===== config.mk =====
export PLATFORM = sky130hd
export DESIGN_NAME = tlul_to_reg
export DESIGN_NICKNAME = d
export VERILOG_FILES = /design/src/rtl/tlul_reg_pkg.sv /design/src/rtl/tlul_to_reg.sv
export SDC_FILE = /design/constraint.sdc
export NUM_CORES = 1
export LEC_CHECK = 0
export ABC_AREA = 1
export BUFFER_PORTS_ARGS = -buffer_cell sky130_fd_sc_hd__buf_2
export CAP_MARGIN = 10
export CELL_PAD_IN_SITES_DETAIL_PLACEMENT = 0
export CELL_PAD_IN_SITES_GLOBAL_PLACEMENT = 1
export CORE_MARGIN = 1.5
export CORE_UTILIZATION = 32
export CTS_CLUSTER_DIAMETER = 30
export DETAILED_ROUTE_END_ITERATION = 10
export PLACE_DENSITY = 0.76
export SETUP_SLACK_MARGIN = 0.4
export SLEW_MARGIN = 20
export SYNTH_ARGS = -nofsm -noshare
export SYNTH_HDL_FRONTEND = slang
export SYNTH_SLANG_ARGS = --single-unit

===== constraint.sdc =====
create_clock -name clk_i -period 1.4 [get_ports clk_i]
set_input_delay 0.21 -clock clk_i [delete_from_list [all_inputs] [get_ports clk_i]]
set_output_delay 0.21 -clock clk_i [all_outputs]
set_load 0.005 [all_outputs]

===== src/rtl/tlul_reg_pkg.sv =====
// Shared types, encodings and the A-channel legality check for the TL-UL to
// register-interface responder.
package tlul_reg_pkg;

    localparam int TL_AW    = 32;
    localparam int TL_DW    = 32;
    localparam int TL_SW    = TL_DW / 8;
    localparam int TL_LW    = $clog2(TL_SW);
    localparam int TL_SZW   = 2;
    localparam int TL_AIW   = 8;
    localparam int TL_DIW   = 1;
    localparam int TL_UW    = 8;
    localparam int TL_MAX_SIZE = TL_LW;

    localparam logic [TL_UW-1:0] TL_D_USER_DEFAULT = '0;

    typedef enum logic [2:0] {
        PutFullData    = 3'h0,
        PutPartialData = 3'h1,
        Get            = 3'h4
    } tl_a_op_e;

    typedef enum logic [2:0] {
        AccessAck     = 3'h0,
        AccessAckData = 3'h1
    } tl_d_op_e;

    typedef enum logic [1:0] {
        IDLE = 2'd0,
        REQ  = 2'd1,
        RSP  = 2'd2
    } state_e;

    typedef struct packed {
        logic               valid;
        logic               write;
        logic [TL_AW-1:0]   addr;
        logic [TL_DW-1:0]   wdata;
        logic [TL_SW-1:0]   wstrb;
    } reg_req_t;

    typedef struct packed {
        logic               ready;
        logic [TL_DW-1:0]   rdata;
        logic               error;
    } reg_rsp_t;

    typedef struct packed {
        logic               a_valid;
        logic [2:0]         a_opcode;
        logic [2:0]         a_param;
        logic [TL_SZW-1:0]  a_size;
        logic [TL_AIW-1:0]  a_source;
        logic [TL_AW-1:0]   a_address;
        logic [TL_SW-1:0]   a_mask;
        logic [TL_DW-1:0]   a_data;
        logic [TL_UW-1:0]   a_user;
        logic               d_ready;
    } tlul_h2d_t;

    typedef struct packed {
        logic               d_valid;
        logic [2:0]         d_opcode;
        logic [2:0]         d_param;
        logic [TL_SZW-1:0]  d_size;
        logic [TL_AIW-1:0]  d_source;
        logic [TL_DIW-1:0]  d_sink;
        logic [TL_DW-1:0]   d_data;
        logic [TL_UW-1:0]   d_user;
        logic               d_error;
        logic               a_ready;
    } tlul_d2h_t;

    // A lane belongs to the access when it falls in the same size-aligned block as the address.
    function automatic logic [TL_SW-1:0] tl_full_mask(input logic [TL_SZW-1:0] size,
                                                      input logic [TL_AW-1:0]  addr);
        logic [TL_SW-1:0] m;
        int               lane;
        m    = '0;
        lane = int'(addr[TL_LW-1:0]);
        for (int i = 0; i < TL_SW; i++) begin
            if ((i >> size) == (lane >> size)) m[i] = 1'b1;
        end
        return m;
    endfunction

    function automatic logic tl_a_legal(input logic [2:0]        op,
                                        input logic [TL_SZW-1:0] size,
                                        input logic [TL_AW-1:0]  addr,
                                        input logic [TL_SW-1:0]  mask);
        logic ok;
        ok = (op == Get) || (op == PutFullData) || (op == PutPartialData);
        if (int'(size) > TL_MAX_SIZE) ok = 1'b0;
        if ((int'(addr[TL_LW-1:0]) & ((1 << size) - 1)) != 0) ok = 1'b0;
        if ((op == PutFullData) && (mask != tl_full_mask(size, addr))) ok = 1'b0;
        return ok;
    endfunction

endpackage


===== src/rtl/tlul_to_reg.sv =====
// TL-UL device responder: turns single-beat A requests into register-bus accesses.
// Latency: A accept -> reg valid +1 cycle -> d_valid +1 after reg ready; illegal requests answer in 1.
// Backpressure: a_ready only in IDLE; reg request held until ready, D response held until d_ready.
module tlul_to_reg
    import tlul_reg_pkg::*;
#(
    parameter type req_t    = reg_req_t,
    parameter type rsp_t    = reg_rsp_t,
    parameter type tl_h2d_t = tlul_h2d_t,
    parameter type tl_d2h_t = tlul_d2h_t,
    parameter int  AW       = TL_AW,
    parameter int  DW       = TL_DW
) (
    input  logic    clk_i,
    input  logic    rst_ni,
    input  tl_h2d_t tl_i,
    output tl_d2h_t tl_o,
    output req_t    reg_req_o,
    input  rsp_t    reg_rsp_i
);

    state_e             r_state;
    state_e             w_state_nxt;

    logic [2:0]         r_opcode;
    logic [AW-1:0]      r_addr;
    logic [DW-1:0]      r_wdata;
    logic [DW/8-1:0]    r_mask;
    logic [TL_AIW-1:0]  r_source;
    logic [TL_SZW-1:0]  r_size;
    logic [DW-1:0]      r_rdata;
    logic               r_err;

    logic               w_a_legal;
    logic               w_accept;
    logic               w_reg_done;
    logic               w_d_done;
    logic               w_is_get;
    logic               w_unused;

    assign w_a_legal  = tl_a_legal(tl_i.a_opcode, tl_i.a_size, tl_i.a_address, tl_i.a_mask);
    assign w_accept   = (r_state == IDLE) && tl_i.a_valid;
    assign w_reg_done = (r_state == REQ) && reg_rsp_i.ready;
    assign w_d_done   = (r_state == RSP) && tl_i.d_ready;
    assign w_is_get   = (r_opcode == Get);
    assign w_unused   = ^{tl_i.a_param, tl_i.a_user};

    always_ff @(posedge clk_i or negedge rst_ni) begin
        if (!rst_ni) begin
            r_state <= IDLE;
        end else begin
            r_state <= w_state_nxt;
        end
    end

    always_comb begin
        w_state_nxt = r_state;
        case (r_state)
            IDLE:    if (w_accept)   w_state_nxt = w_a_legal ? REQ : RSP;
            REQ:     if (w_reg_done) w_state_nxt = RSP;
            RSP:     if (w_d_done)   w_state_nxt = IDLE;
            default:                 w_state_nxt = IDLE;
        endcase
    end

    // Illegal requests skip the register bus, so their error/zero-data response is set at capture.
    always_ff @(posedge clk_i or negedge rst_ni) begin
        if (!rst_ni) begin
            r_opcode <= '0;
            r_addr   <= '0;
            r_wdata  <= '0;
            r_mask   <= '0;
            r_source <= '0;
            r_size   <= '0;
            r_rdata  <= '0;
            r_err    <= 1'b0;
        end else if (w_accept) begin
            r_opcode <= tl_i.a_opcode;
            r_addr   <= tl_i.a_address;
            r_wdata  <= tl_i.a_data;
            r_mask   <= tl_i.a_mask;
            r_source <= tl_i.a_source;
            r_size   <= tl_i.a_size;
            r_rdata  <= '0;
            r_err    <= !w_a_legal;
        end else if (w_reg_done) begin
            r_rdata  <= w_is_get ? reg_rsp_i.rdata : '0;
            r_err    <= reg_rsp_i.error;
        end
    end

    always_comb begin
        tl_o        = '0;
        reg_req_o   = '0;
        tl_o.d_user = TL_D_USER_DEFAULT;
        case (r_state)
            IDLE: begin
                tl_o.a_ready = 1'b1;
            end
            REQ: begin
                reg_req_o.valid = 1'b1;
                reg_req_o.write = !w_is_get;
                reg_req_o.addr  = r_addr;
                reg_req_o.wdata = r_wdata;
                reg_req_o.wstrb = w_is_get ? '0 : r_mask;
            end
            RSP: begin
                tl_o.d_valid  = 1'b1;
                tl_o.d_opcode = w_is_get ? AccessAckData : AccessAck;
                tl_o.d_size   = r_size;
                tl_o.d_source = r_source;
                tl_o.d_data   = r_rdata;
                tl_o.d_error  = r_err;
            end
            default: begin
                tl_o.a_ready = 1'b0;
            end
        endcase
    end

endmodule


==> results.yml <==
grt:
  grt_pass1_vias: 5390
  antenna_found_initial: 0
  grt_pass1_wl_um: 27800
  grt_start_max_net_pins: 34
  grt_overflow_total: 0
  grt_usage_pct: 20.0
critical_path:
  crit_type: "reg -> out"
  reg2reg_slack_ns: -0.32
  crit_fanout: 9
  critPathSlowestCell: "dfrtp_2"
  r2r-end: "r_rdata[14]"
  start_kind: "flip-flop"
  cp_top_family: "flip-flops"
  cp.arrival_ns: 1.56
  regToRegStartpoint: "r_state[1]"
  cp-end-kind: "output pin"
  critPathBufInv: 3
  ff2ff_path_depth: 10
  critical_path.cell_chain: "nor2_4, inv_8, clkbuf_16, nor2_2, buf_2"
  crit_path_max_incr_delay_ns: 0.44
  crit_required_ns: 1.19
logic_synthesis:
  synth_most_common_cell: "inv_1"
  synthArstFlopShare_pct: 100
  ys_types: 24
  synth_top_area_share_pct: 53.2
  ys_ff_latch: 116
  synth_area_um2: 5460
  synth_area_leader_cell: "dfrtp_1"
  synth_area_leaders: "dfrtp_1, inv_1, nor2_1"
  seq_area_frac_synth_pct: 53.2
  yosysWarnings: 0
  avgSynthCellArea_um2: 7.95
  synth_top_flop_cell: "dfrtp_1"
  syn_inst: 686
  ys_top_cells_by_count: "inv_1, nor2_1, dfrtp_1"
  synth-edff-count: 0
die:
  core_area_um2: 16600
  rows: 47
  die_area_um2: 17800
  start_util_pct: 32.8
  pin_count: 260
  die_w_um: 134
  die_y_um: 134
clock_network:
  clk_path_buf_depth: 2
  cts_sinks: 116
  clk_pin_slew_worst_paths_ns: 0.05
  root_buffer: "clkbuf_16"
  clk-insertion-delay-late_ns: 0.41
  cts_tree: "yes"
  htreeDepth: 4
  numCtsBuffers: 17
drt:
  drtPass1Iterations: 4
  route.vias.total: 5618
  drt_wl_total_um: 19300
  vias_per_cell: 4.57
  wl_per_cell_um: 15.7
  drt_iter0_markers: 186
  ant_nets: 0
  drc_errors: 0
power_and_ir_drop:
  switching_share_pct: 33.5
  p_leak_nw: 5.11
  pwr-share-comb_pct: 39.7
  p_switching_w: 0.00483
  seqPwrFrac_pct: 31.3
  power_w: 0.0144
  clockPowerShare_pct: 29.0
  ir_drop_uv: 821
  power_density_nw_per_um2: 1440
  p_int_w: 0.00958
job:
  max_cap_violations: 0
hold_path:
  hold_path_end: "r_addr[24]"
  hold_path_startpoint: "tl_i[69]"
  whs_path_depth: 3
  hold_class: "in -> reg"
place:
  globalplace.congestion: 0.818
  dpl_worst_slack_ns: -0.0111
  dp_hpwl_um: 11100
  numPortBuffers: 234
final_layout:
  drive_gt1_share_pct: 58.2
  fill_cells: 1432
  n_antenna_cell: 0
  multi_input_area_um2: 2780
  syn2layout_area_growth_pct: 83.8
  ff_latch_area_um2: 2900
  nets: 1127
  post-route-util_pct: 60.3
timing:
  rsz0062_at_grt: "yes"
  period_share_pct: 126
  hold_violations: 0
  setup_ws_ns: -0.370
  fin_worst_skew_ns: 0.00960
  fin_crit_ns: 1.77
  fmax_mhz: 565
  drv_slew: 0
  setup_violations: 232
status:
  violations: "setup timing"
  status: "finished with violations"
kinds of logic after synthesis:
| logic type | after synthesis | synth area share [%] |
|---|---|---|
| DFF | 116 | 53.2 |
| other | 1 | 0.0687 |
| AOI/OAI and AO/OA | 121 | 11.9 |
| buffers and inverters | 179 | 14.4 |
| and+or+nand+nor | 269 | 20.3 |
per-layer routing:
layer	wire length [um]	vias up	track usage [%]	share of wire, %
li1	-	2726	-	-
met1	8230	2690	25.6	43
met2	9690	175	33.3	50
met3	914	27	4.07	4.7
met4	452	0	7.85	2.3
met5	0	-	0	0
power groups by stage:
| stage | registers (W) | clock network [W] | logic [W] |
|---|---|---|---|
| floorplan | 0.00447 | 0 | 0.00232 |
| global placement | 0.00450 | 0 | 0.00316 |
| detailed placement | 0.00454 | 0 | 0.00319 |
| CTS | 0.00448 | 0.00425 | 0.00438 |
| global route | 0.00460 | 0.00442 | 0.00617 |
| finish | 0.00451 | 0.00418 | 0.00573 |
flip-flops by register name (all words and copies together) (netlist names):
| signal | cells |
|---|---|
| r_rdata | 32 |
| r_state | 2 |
| r_addr | 32 |
| r_size | 2 |
| r_mask | 4 |
| r_wdata | 32 |
| r_opcode | 3 |
| r_source | 8 |
| r_err | 1 |
worst max-delay path by stage:
stage,startpoint,to,slack (ns),cells past startpoint
6_report,r_state[1],reg_req_o[55],-0.37,5
5_1_grt,r_state[0],tl_o[51],-0.45,6
4_1_cts,r_state[1],reg_req_o[33],-0.39,5
3_5_place_dp,r_state[0],reg_req_o[66],-0.01,6
3_3_place_gp,r_state[0],reg_req_o[33],0.007,6
2_1_floorplan,r_state[1],tl_o[38],0.16,5
placed cells by master (no fill, tap or decap), drive strengths merged:
cell,n
nand2,110
o21ai,119
clkinvlp,2
buf,303
clkbuf,37
nand4,11
conb,14
bufinv,1
inv,126
nor2,120
o211ai,1
o2111a,1
nor3,1
nand3,27
clkinv,11
dfrtp,116
dlygate4sd3,10
worst register-to-register path, cell delays in order, from the launching register on:
cell	delay (ns)
dfrtp_2	0.44
nor2_4	0.18
inv_8	0.10
buf_4	0.15
buf_6	0.11
nor2_4	0.13
inv_2	0.07
nand2_4	0.10
buf_4	0.14
buf_12	0.12
o21ai_1	0.06
stage by stage:
| step | hold WS (ns) | instance area, um^2 | cells | TNS [ns] |
|---|---|---|---|---|
| 2_1_floorplan | -0.0856 | 5970 | 699 | 0 |
| 3_3_place_gp | 0.153 | 7320 | 1127 | 0 |
| 3_5_place_dp | 0.155 | 7320 | 1127 | -0.0125 |
| 4_1_cts | 0.00141 | 8860 | 1202 | -65.86 |
| 5_1_grt | 0.00386 | 10000 | 1230 | -82.94 |
| 6_report | 0.00197 | 10000 | 1230 | -66.91 |
area by class of cell:
class                      instances  area share, %
multi-input combinational        404           27.7
clock inverter                     8          0.736
clock buffer                      24           5.00
tap                              220           2.75
inverter                         127           5.07
sequential                       116           29.0
timing repair buffer             326           28.8
timing repair inverter             5          0.948
timing repair:
item	in CTS	in global routing
endpoints found under the hold margin	26	3
buffers inserted	19	6
cloned	17	19
pin swaps	2	5
resized for setup	89	186
hold buffers	7	3
setup endpoints to repair	232	232
No activity file was read; power rests on OpenSTA's default activity.
